## src/rtl/boton_eventos_ers.sv

```systemverilog
// Push-button event detector: turns a debounced level into registered press,
// release and long-press pulses, a holding level and a wrapping press counter.
module boton_eventos_ers #(
    parameter int unsigned LONG_CYCLES = 16,
    parameter int unsigned CNT_W       = 8
) (
    input  logic             clk,
    input  logic             reset,
    input  logic             enable,
    input  logic             pb_clean,
    output logic             press_pulse,
    output logic             release_pulse,
    output logic             long_pulse,
    output logic             holding,
    output logic [CNT_W-1:0] press_count
);

    typedef enum logic [1:0] {
        S_IDLE,
        S_PRESSED,
        S_LONG
    } state_t;

    localparam logic [15:0] LONG_LAST = 16'(LONG_CYCLES - 1);

    state_t           state_q, state_d;
    logic [15:0]      timer_q, timer_d;
    logic [CNT_W-1:0] press_count_q, press_count_d;
    logic             press_pulse_q, press_pulse_d;
    logic             release_pulse_q, release_pulse_d;
    logic             long_pulse_q, long_pulse_d;
    logic             holding_q, holding_d;

    // NOTE: every signal written here gets a default first, so no path can
    // leave one unassigned and infer a latch.
    always_comb begin
        state_d         = state_q;
        timer_d         = timer_q;
        press_count_d   = press_count_q;
        press_pulse_d   = 1'b0;
        release_pulse_d = 1'b0;
        long_pulse_d    = 1'b0;

        if (enable) begin
            case (state_q)
                S_IDLE: begin
                    if (pb_clean) begin
                        state_d       = S_PRESSED;
                        timer_d       = 16'd0;
                        press_count_d = press_count_q + CNT_W'(1);
                        press_pulse_d = 1'b1;
                    end
                end
                S_PRESSED: begin
                    if (!pb_clean) begin
                        state_d         = S_IDLE;
                        timer_d         = 16'd0;
                        release_pulse_d = 1'b1;
                    end else if (timer_q == LONG_LAST) begin
                        state_d      = S_LONG;
                        long_pulse_d = 1'b1;
                    end else begin
                        timer_d = timer_q + 16'd1;
                    end
                end
                S_LONG: begin
                    if (!pb_clean) begin
                        state_d         = S_IDLE;
                        timer_d         = 16'd0;
                        release_pulse_d = 1'b1;
                    end
                end
                default: begin
                    state_d = S_IDLE;
                    timer_d = 16'd0;
                end
            endcase
        end

        // Disabled edges keep the state, so holding simply follows it.
        holding_d = (state_d == S_LONG);
    end

    // NOTE: sequential state uses non-blocking assignments so every flop
    // samples the pre-edge values regardless of statement order.
    always_ff @(posedge clk or negedge reset) begin
        if (!reset) begin
            state_q         <= S_IDLE;
            timer_q         <= 16'd0;
            press_count_q   <= '0;
            press_pulse_q   <= 1'b0;
            release_pulse_q <= 1'b0;
            long_pulse_q    <= 1'b0;
            holding_q       <= 1'b0;
        end else begin
            state_q         <= state_d;
            timer_q         <= timer_d;
            press_count_q   <= press_count_d;
            press_pulse_q   <= press_pulse_d;
            release_pulse_q <= release_pulse_d;
            long_pulse_q    <= long_pulse_d;
            holding_q       <= holding_d;
        end
    end

    assign press_pulse   = press_pulse_q;
    assign release_pulse = release_pulse_q;
    assign long_pulse    = long_pulse_q;
    assign holding       = holding_q;
    assign press_count   = press_count_q;

endmodule

```

## config.mk

```make
export PLATFORM = sky130hd
export DESIGN_NAME = boton_eventos_ers
export DESIGN_NICKNAME = d
export VERILOG_FILES = /design/src/rtl/boton_eventos_ers.sv
export SDC_FILE = /design/constraint.sdc
export NUM_CORES = 1
export LEC_CHECK = 0
export CAP_MARGIN = 20
export CORE_ASPECT_RATIO = 1.1
export CORE_MARGIN = 5
export CORE_UTILIZATION = 56
export CTS_CLUSTER_DIAMETER = 50
export DETAILED_ROUTE_END_ITERATION = 7
export PLACE_DENSITY = 0.82
export SLEW_MARGIN = 20
export SYNTH_ARGS = -nofsm -noshare
export SYNTH_HDL_FRONTEND = slang
export SYNTH_SLANG_ARGS = --single-unit
```

## constraint.sdc

```tcl
create_clock -name clk -period 2.52 [get_ports clk]
set_input_delay 0.252 -clock clk [delete_from_list [all_inputs] [get_ports clk]]
set_output_delay 0.252 -clock clk [all_outputs]
set_load 0.02 [all_outputs]
```

---- Yosys cells after proc, flatten, opt, wreduce, memory -nomap -nowiden ----
Cells that the tools add are included.
operators by class
  multiplexer cells ....................... 21
  add/subtract/negate cells ............... 2
  multiply operators ...................... 0
  shift-type cells ........................ 0
  divide/modulo/power cells ............... 0
  eq/ne operators ......................... 7
  reductions and logical operators ........ 4
  bitwise operators ....................... 0
  magnitude comparators ................... 0
operator list
  cell                                                   number
  2-to-1 mux 16 bit                                      4
  case mux 16 bit (3 select lines)                       1
  adder 16 x 1 -> 16 bit (second input constant)         1
  equality test 16 x 4 -> 1 bit (second input constant)  1
  2-to-1 mux 1 bit                                       10
  2-to-1 mux 2 bit                                       5
  adder 8 x 1 -> 8 bit (second input constant)           1
  case mux 2 bit (3 select lines)                        1
  equality test 2 bit (second input constant)            2
  != test 2 bit (second input constant)                  2
  AND reduction 4 bit                                    1
  != test 3 bit (second input constant)                  1
  AND reduction 3 bit                                    1
  equality test 2 x 1 -> 1 bit (second input constant)   1
  zero test 2 bit                                        1
  OR reduction 2 bit                                     1
word-level totals
  input port bits ......................... 4
  RAM bits ................................ 0
  logic and storage cells ................. 41
  bits in latches ......................... 0
  bits in read-only memories .............. 0
  register bits ........................... 30
  memories kept ........................... 0

---- Depth between registers and ports, before layout ----
Gate-level depths: netlist (run 1).
  word-level depth ........................ 6
  gate-level depth with buffers ........... 7
  depth with buffers taken out ............ 6

---- Worst setup path before layout (run 1) ----
Ideal clock, no wire load.
  path type ............................... reg-to-reg
  start ................................... register state_q[0]
  end ..................................... register timer_q[15]
  data required time ...................... 2.380 ns
  path slack .............................. 0.720 ns
  cell stages (with the launch flop) ...... 7
  arrival time ............................ 1.661 ns
  cell sequence ........................... dfrtp_1 > inv_1 > ha_1 > mux2i_4 > nand3_1 > o311ai_0 > o41ai_1
on the way
  cells in the longest elaborated chain, start to end .. 3
  elaborated cells between the ends (all ways) .. 8
  those cells by class .................... eq/ne (5); mux (1); reduce/logical (2)
RTL lines
  what                                                             RTL line  text
  start: declaration                                               26        state_t state_q, state_d;
  start signal: assignment                                         96        state_q <= state_d;
  equality test 2 x 1 -> 1 bit (tied with other cells)             45        case (state_q)
  != test 3 bit (no line) / != test 2 bit (equally long branches)  --
  AND reduction 4 bit (no line)                                    --
  end signal: assignment                                           97        timer_q <= timer_d;
  end: declaration                                                 27        logic [15:0] timer_q, timer_d;
Parallel ways exist; a longest one is shown, timed or not.
A chain may end at the register's enable or synchronous reset.

---- Worst setup path after layout (run 1) ----
  start ................................... register state_q[0]
  end ..................................... register timer_q[12]
The elaborated chain is that of the path after synthesis.

==> results.py, run 1 <==
metrics = {
    "logic_synthesis": {
        "synth_cells": 172,
        "avgSynthCellArea_um2": 9.77,
        "syn_area_um2": 1680,
        "synth_flop_cell": "dfrtp_1",
        "synth.area.top_cells": "dfrtp_1, ha_1, nand3_1",
        "syn_nets": 182,
        "ys_types": 42,
        "ys_seq_elements": 30,
        "synth_top_cell_by_area": "dfrtp_1",
        "synth_edf_count": 0,
        "synth_warnings": 0,
        "ys_seq_area_frac": 0.447,
        "async_flop_share": 1.00,
        "synth_top_area_share": 0.447,
    },
    "cts": {
        "cts-buffers-inserted": 5,
        "hold_buffers": 0,
        "cts_resized": 0,
        "clock_tree.root_cell": "clkbuf_4",
        "h-tree-depth": 2,
        "tritoncts": "yes",
        "clock_sinks": 30,
        "insertion_delay_ps": 340,
        "cts_buffer_depth": 2,
        "clk_pin_slew_worst_paths_ps": 90,
        "post_cts_buffers": 0,
    },
    "power": {
        "p_per_area_nw_per_um2": 682,
        "ir_drop_mv": 0.393,
        "p_leak_nw": 0.868,
        "finalPower_w": 0.00130,
    },
    "sta": {
        "grt_setup_unrepaired": "false",
        "finalHoldViolations": 0,
        "min_period_ps": 2100,
        "timing.hold.ws_ps": 292,
        "fmax_mhz": 476,
        "fin_crit_sh": 0.834,
        "slew_viol_final": 0,
        "skew_ps": 10.1,
        "final.setup.tns_ps": 0,
        "setup_viol": 0,
        "worstMarginPinSlew_ps": 500,
        "max_slew_margin": 0.666,
    },
    "cells_and_area": {
        "final_cells": 223,
        "fin_area_um2": 1900,
        "nets": 200,
        "drive_above_1_share": 0.0632,
        "antenna_cells": 0,
        "fillCellCount": 213,
        "area_growth_pct": 13.1,
    },
    "floorplan": {
        "fp.dieH_um": 67.5,
        "initial_core_util": 0.594,
        "core_um2": 2830,
        "num_rows": 20,
        "die-area_um2": 4200,
        "ios": 16,
        "dieWidth_um": 62.2,
    },
    "detailed_routing": {
        "drc": 0,
        "ant_nets": 0,
        "routed_wl_um": 3650,
        "drt_iter0_drc": 98,
        "firstDrtPassIters": 4,
        "routed-via-count": 1419,
        "wire_per_inst_um": 16.3,
        "via_per_inst": 6.36,
    },
    "run_status": {
        "status": "complete, no violations",
    },
    "grt": {
        "grt_max_degree": 31,
        "grt_pass1_vias": 1400,
        "grt_use_total": 0.195,
        "antenna_found_initial": 0,
        "grt_first_pass_wirelength_um": 6440,
        "grt_overflow": 0,
    },
    "run": {
        "drv_cap": 0,
    },
    "placed_design": {
        "dp_cells": 216,
        "dp_hpwl_um": 2680,
        "gp_congestion": 0.893,
        "placed_area_um2": 1850,
        "io_buffers": 15,
    },
    "critical_path": {
        "cp-end-kind": "register",
        "crit_required_ps": 2740,
        "critPathMaxFanout": 10,
        "cp-start-kind": "register",
        "critical_path_class": "reg2reg",
        "arrival_ps": 2320,
    },
    "worst_hold_path": {
        "hp-class": "in2async",
    },
}
-- cells by family (layout without fill, tap and decap cells) --
group	Yosys count	count (layout)	synth area share
AO/OA/AOI/OAI	34	34	0.148
XOR/XNOR	8	8	0.0417
adder cells (fa/ha/maj)	6	6	0.0447
buffers and inverters	16	34	0.0424
flip-flops	30	30	0.447
multiplexers	4	4	0.0320
AND/OR/NAND/NOR	74	74	0.244
-- final cells by class --
class	count	area, µm²	share of cell area
clock inverters	2	10.0	0.00527
well taps	33	41.3	0.0217
inverters	10	37.5	0.0197
clock buffers	5	37.5	0.0197
repair buffers	17	165	0.0869
multi-input cells	126	858	0.452
flip-flops and latches	30	751	0.395
-- synth_stat cells, drive strengths merged, types with 2 or more instances --
cell,n
xnor2,5
or3,2
nand4,7
o211a,2
a21oi,6
buf,4
o41ai,3
xor2,3
mux2i,3
a22o,2
nand2b,5
o31ai,2
a211o,2
clkbuf,2
ha,6
nand3,14
nor4,4
and2,2
o21ai,5
dfrtp,30
inv,10
nand2,14
and3,8
nor3,8
o311ai,3
nor2,5
o21a,2
a221o,2
-- worst max-delay path: stages, from the launching register on --
cell     delay [ps]
dfrtp_1         430
inv_1           120
ha_1            270
o21ai_0         320
nand3_1         350
o211a_1         230
a211o_1         270
-- per-layer routing --
metal / GRT usage / vias to the layer above / share of wire
met5: 0 / - / 0
met4: 0.0894 / 0 / 0.013
met3: 0.0483 / 6 / 0.065
met2: 0.311 / 53 / 0.47
met1: 0.251 / 686 / 0.45
li1: - / 674 / -
-- through the flow --
stage	setup WS (ps)	util
floorplan	720	-
finish	418	0.672
global route	231	0.672
CTS	426	0.672
detailed placement	232	0.655
global placement	342	0.655
-- registers in the layout (all words and copies together), names as in the netlist --
name,cells
state_q,2
press_count,8
holding,1
long_pulse,1
release_pulse,1
press_pulse,1
timer_q,16
-- report_power, final --
part / leakage [nW] / total, W / switching, W / internal, W
Sequential: 0.408 / 0.000616 / 0.0000752 / 0.000541
Combinational: 0.428 / 0.000416 / 0.000235 / 0.000180
Clock: 0.0308 / 0.000264 / 0.000164 / 0.0000999
-- cells in the final DEF (no fill, tap or decap), drive strengths merged, types with 5 or more instances in the layout --
master	n
o21ai	5
clkbuf	5
dfrtp	30
nand2	14
and3	8
a21oi	6
nand4	7
nand2b	5
xnor2	5
nor2	5
nor3	8
nand3	14
inv	10
ha	6
clkdlybuf4s50	15
-- final timing paths --
kind,startpoint,end,slack [ps],cells past startpoint
max,state_q[0],timer_q[12],420,6
min,reset,state_q[1],290,2
max reg2reg,state_q[0],timer_q[12],420,6
min reg2reg,press_count[7],press_count[7],480,1
max in group asynchronous,reset,timer_q[9],1960,2
min in group clk,press_count[7],press_count[7],480,1
(Power assumes the default switching activity.)
==> run 2: changes to the inputs <==
Settings changed: CORE_UTILIZATION 56 to 51, PLACE_DENSITY 0.82 to 0.79.
Clock period 2.52 ns to 1.7 ns, I/O delays scaled along.
==> run 2 against run 1 <==
  * The run now ends with setup timing left
  * Total power is 83% higher
  * Critical path depth is 1 higher
  * Sequential share of layout area is 7.1 points lower
  * Register-to-register slack worse by 540 ps
  * Clock power is 110% higher
  * Count of clock-buffer cells in the layout is 2 higher
  * Sequential power is 47% higher
  * Hold slack worse by 79 ps
  * Cell count is 16% higher
  * Die area is 8.3% higher
  * Global-route usage is 0.89 points higher
  * Via count is 14% higher
==> results.py, run 2 (synthesis results as in run 1) <==
metrics = {
    "sta": {
        "setup_viol": 13,
        "fin_ws_ps": -117,
        "slew_viol_final": 0,
        "worstMarginPinSlew_ps": 370,
        "max_slew_margin": 0.751,
        "grt_setup_unrepaired": "true",
        "min_period_ps": 1820,
        "skew_ps": 8.64,
        "finalHoldViolations": 0,
        "fin_crit_sh": 1.07,
        "fmax_mhz": 550,
    },
    "power": {
        "ir_drop_mv": 0.889,
        "p_per_area_nw_per_um2": 1020,
        "p_sw_frac": 0.338,
        "combPwrFrac": 0.381,
        "finalPower_w": 0.00237,
        "pwr-share-clk": 0.235,
        "power.internal_w": 0.00157,
        "p_sw_w": 0.000800,
        "seqPwrFrac": 0.384,
        "p_leak_nw": 1.06,
    },
    "floorplan": {
        "num_rows": 21,
        "core_um2": 3100,
        "die-area_um2": 4540,
        "ios": 16,
        "fp.dieH_um": 70.2,
        "initial_core_util": 0.542,
        "dieWidth_um": 64.7,
    },
    "grt": {
        "grt_max_degree": 31,
        "antenna_found_initial": 0,
        "grt_use_total": 0.204,
        "grt_pass1_vias": 1553,
        "grt_first_pass_wirelength_um": 7250,
        "grt_overflow": 0,
    },
    "critical_path": {
        "path_delay_family": "compound AO/OA/AOI/OAI gates",
        "crit_chain": "inv_2 > ha_4 > mux2i_4 > buf_4 > nand3_4 > o311ai_1 > o41ai_2",
        "worst-path-buf-inv": 2,
        "crit_required_ps": 1900,
        "slowest_stage": "dfrtp_1",
        "cp-end-kind": "register",
        "arrival_ps": 2020,
        "critical_path_class": "reg2reg",
        "critical_path.max_stage_delay_ps": 400,
        "cp-start-kind": "register",
        "critPathMaxFanout": 5,
    },
    "placed_design": {
        "gp_congestion": 0.886,
        "io_buffers": 15,
        "dp_slack_ps": -315,
        "dp_hpwl_um": 3090,
    },
    "cts": {
        "insertion_delay_ps": 340,
        "clk_pin_slew_worst_paths_ps": 100,
        "h-tree-depth": 2,
        "cts_buffer_depth": 2,
        "clock_tree.root_cell": "clkbuf_4",
        "tritoncts": "yes",
        "hold_buffers": 0,
        "cts-buffers-inserted": 5,
        "clock_sinks": 30,
    },
    "run_status": {
        "violations": "setup timing",
        "status": "complete, but fails checks",
    },
    "cells_and_area": {
        "final_common_cell": "buf_4",
        "fin_util": 0.749,
        "multi_input_area_um2": 988,
        "seqCellArea_um2": 752,
        "layout_common_cells": "buf_4, dfrtp_1, clkdlybuf4s50_1",
        "area_growth_pct": 38.1,
        "largest_reg_flops": 16,
        "nets": 233,
        "antenna_cells": 0,
        "max_flop_register": "timer_q",
        "drive_above_1_share": 0.304,
        "fillCellCount": 212,
    },
    "detailed_routing": {
        "via_per_inst": 6.27,
        "wire_per_inst_um": 17.1,
        "ant_nets": 0,
        "routed_wl_um": 4400,
        "routed-via-count": 1618,
        "drc": 0,
        "drt_iter0_drc": 84,
        "firstDrtPassIters": 4,
    },
    "worst_hold_path": {
        "hp-class": "in2async",
    },
    "run": {
        "drv_cap": 0,
    },
}
[run 2: path summary, 6_finish.rpt]
path / start / endpoint / slack [ps] / depth (start not counted)
worst max-delay path: state_q[0] / timer_q[15] / -120 / 7
worst min-delay path: reset / timer_q[8] / 210 / 2
worst max register to register: state_q[0] / timer_q[15] / -120 / 7
worst min register to register: press_count[7] / press_count[7] / 480 / 1
max in group asynchronous: reset / state_q[1] / 1190 / 2
min in group clk: enable / release_pulse / 470 / 3
[run 2: per-stage QoR]
stage	cells	hold slack (ps)	TNS, ps	area [µm²]
5_1_grt	258	242	-1710	2320
6_report	258	213	-835	2320
3_5_place_dp	242	473	-3290	2090
4_1_cts	253	217	-843	2230
2_1_floorplan	172	-126	0	1710
3_3_place_gp	242	461	-2390	2090
[run 2: repair_timing]
| item | in CTS | in global routing |
|---|---|---|
| setup endpoints to repair | 14 | 20 |
| gates resized for setup | 12 | 15 |
| pin swaps | 6 | 6 |
| cloned | 0 | 1 |
| setup buffers | 3 | 4 |
[run 2: metal layers]
| metal | track usage | routed length [µm] | vias up |
|---|---|---|---|
| met5 | 0 | 0 | - |
| met4 | 0.0939 | 102 | 0 |
| met3 | 0.0449 | 246 | 14 |
| met2 | 0.344 | 2260 | 67 |
| met1 | 0.243 | 1790 | 788 |
| li1 | - | - | 749 |
[run 2: layout make-up]
class | instances | share of cell area
tap | 34 | 0.0183
inverter | 10 | 0.0162
clock buffer | 7 | 0.0194
timing repair buffer | 49 | 0.183
clock inverter | 1 | 0.0129
sequential | 30 | 0.324
multi-input combinational | 127 | 0.426
[run 2: power groups by stage]
| stage | logic (W) | registers (W) | clock network, W |
|---|---|---|---|
| 2_1_floorplan | 0.000366 | 0.000969 | 0 |
| 3_3_place_gp | 0.000750 | 0.000910 | 0 |
| 3_5_place_dp | 0.000790 | 0.000921 | 0 |
| 4_1_cts | 0.000833 | 0.000903 | 0.000570 |
| 5_1_grt | 0.000974 | 0.000918 | 0.000617 |
| 6_report | 0.000902 | 0.000908 | 0.000557 |
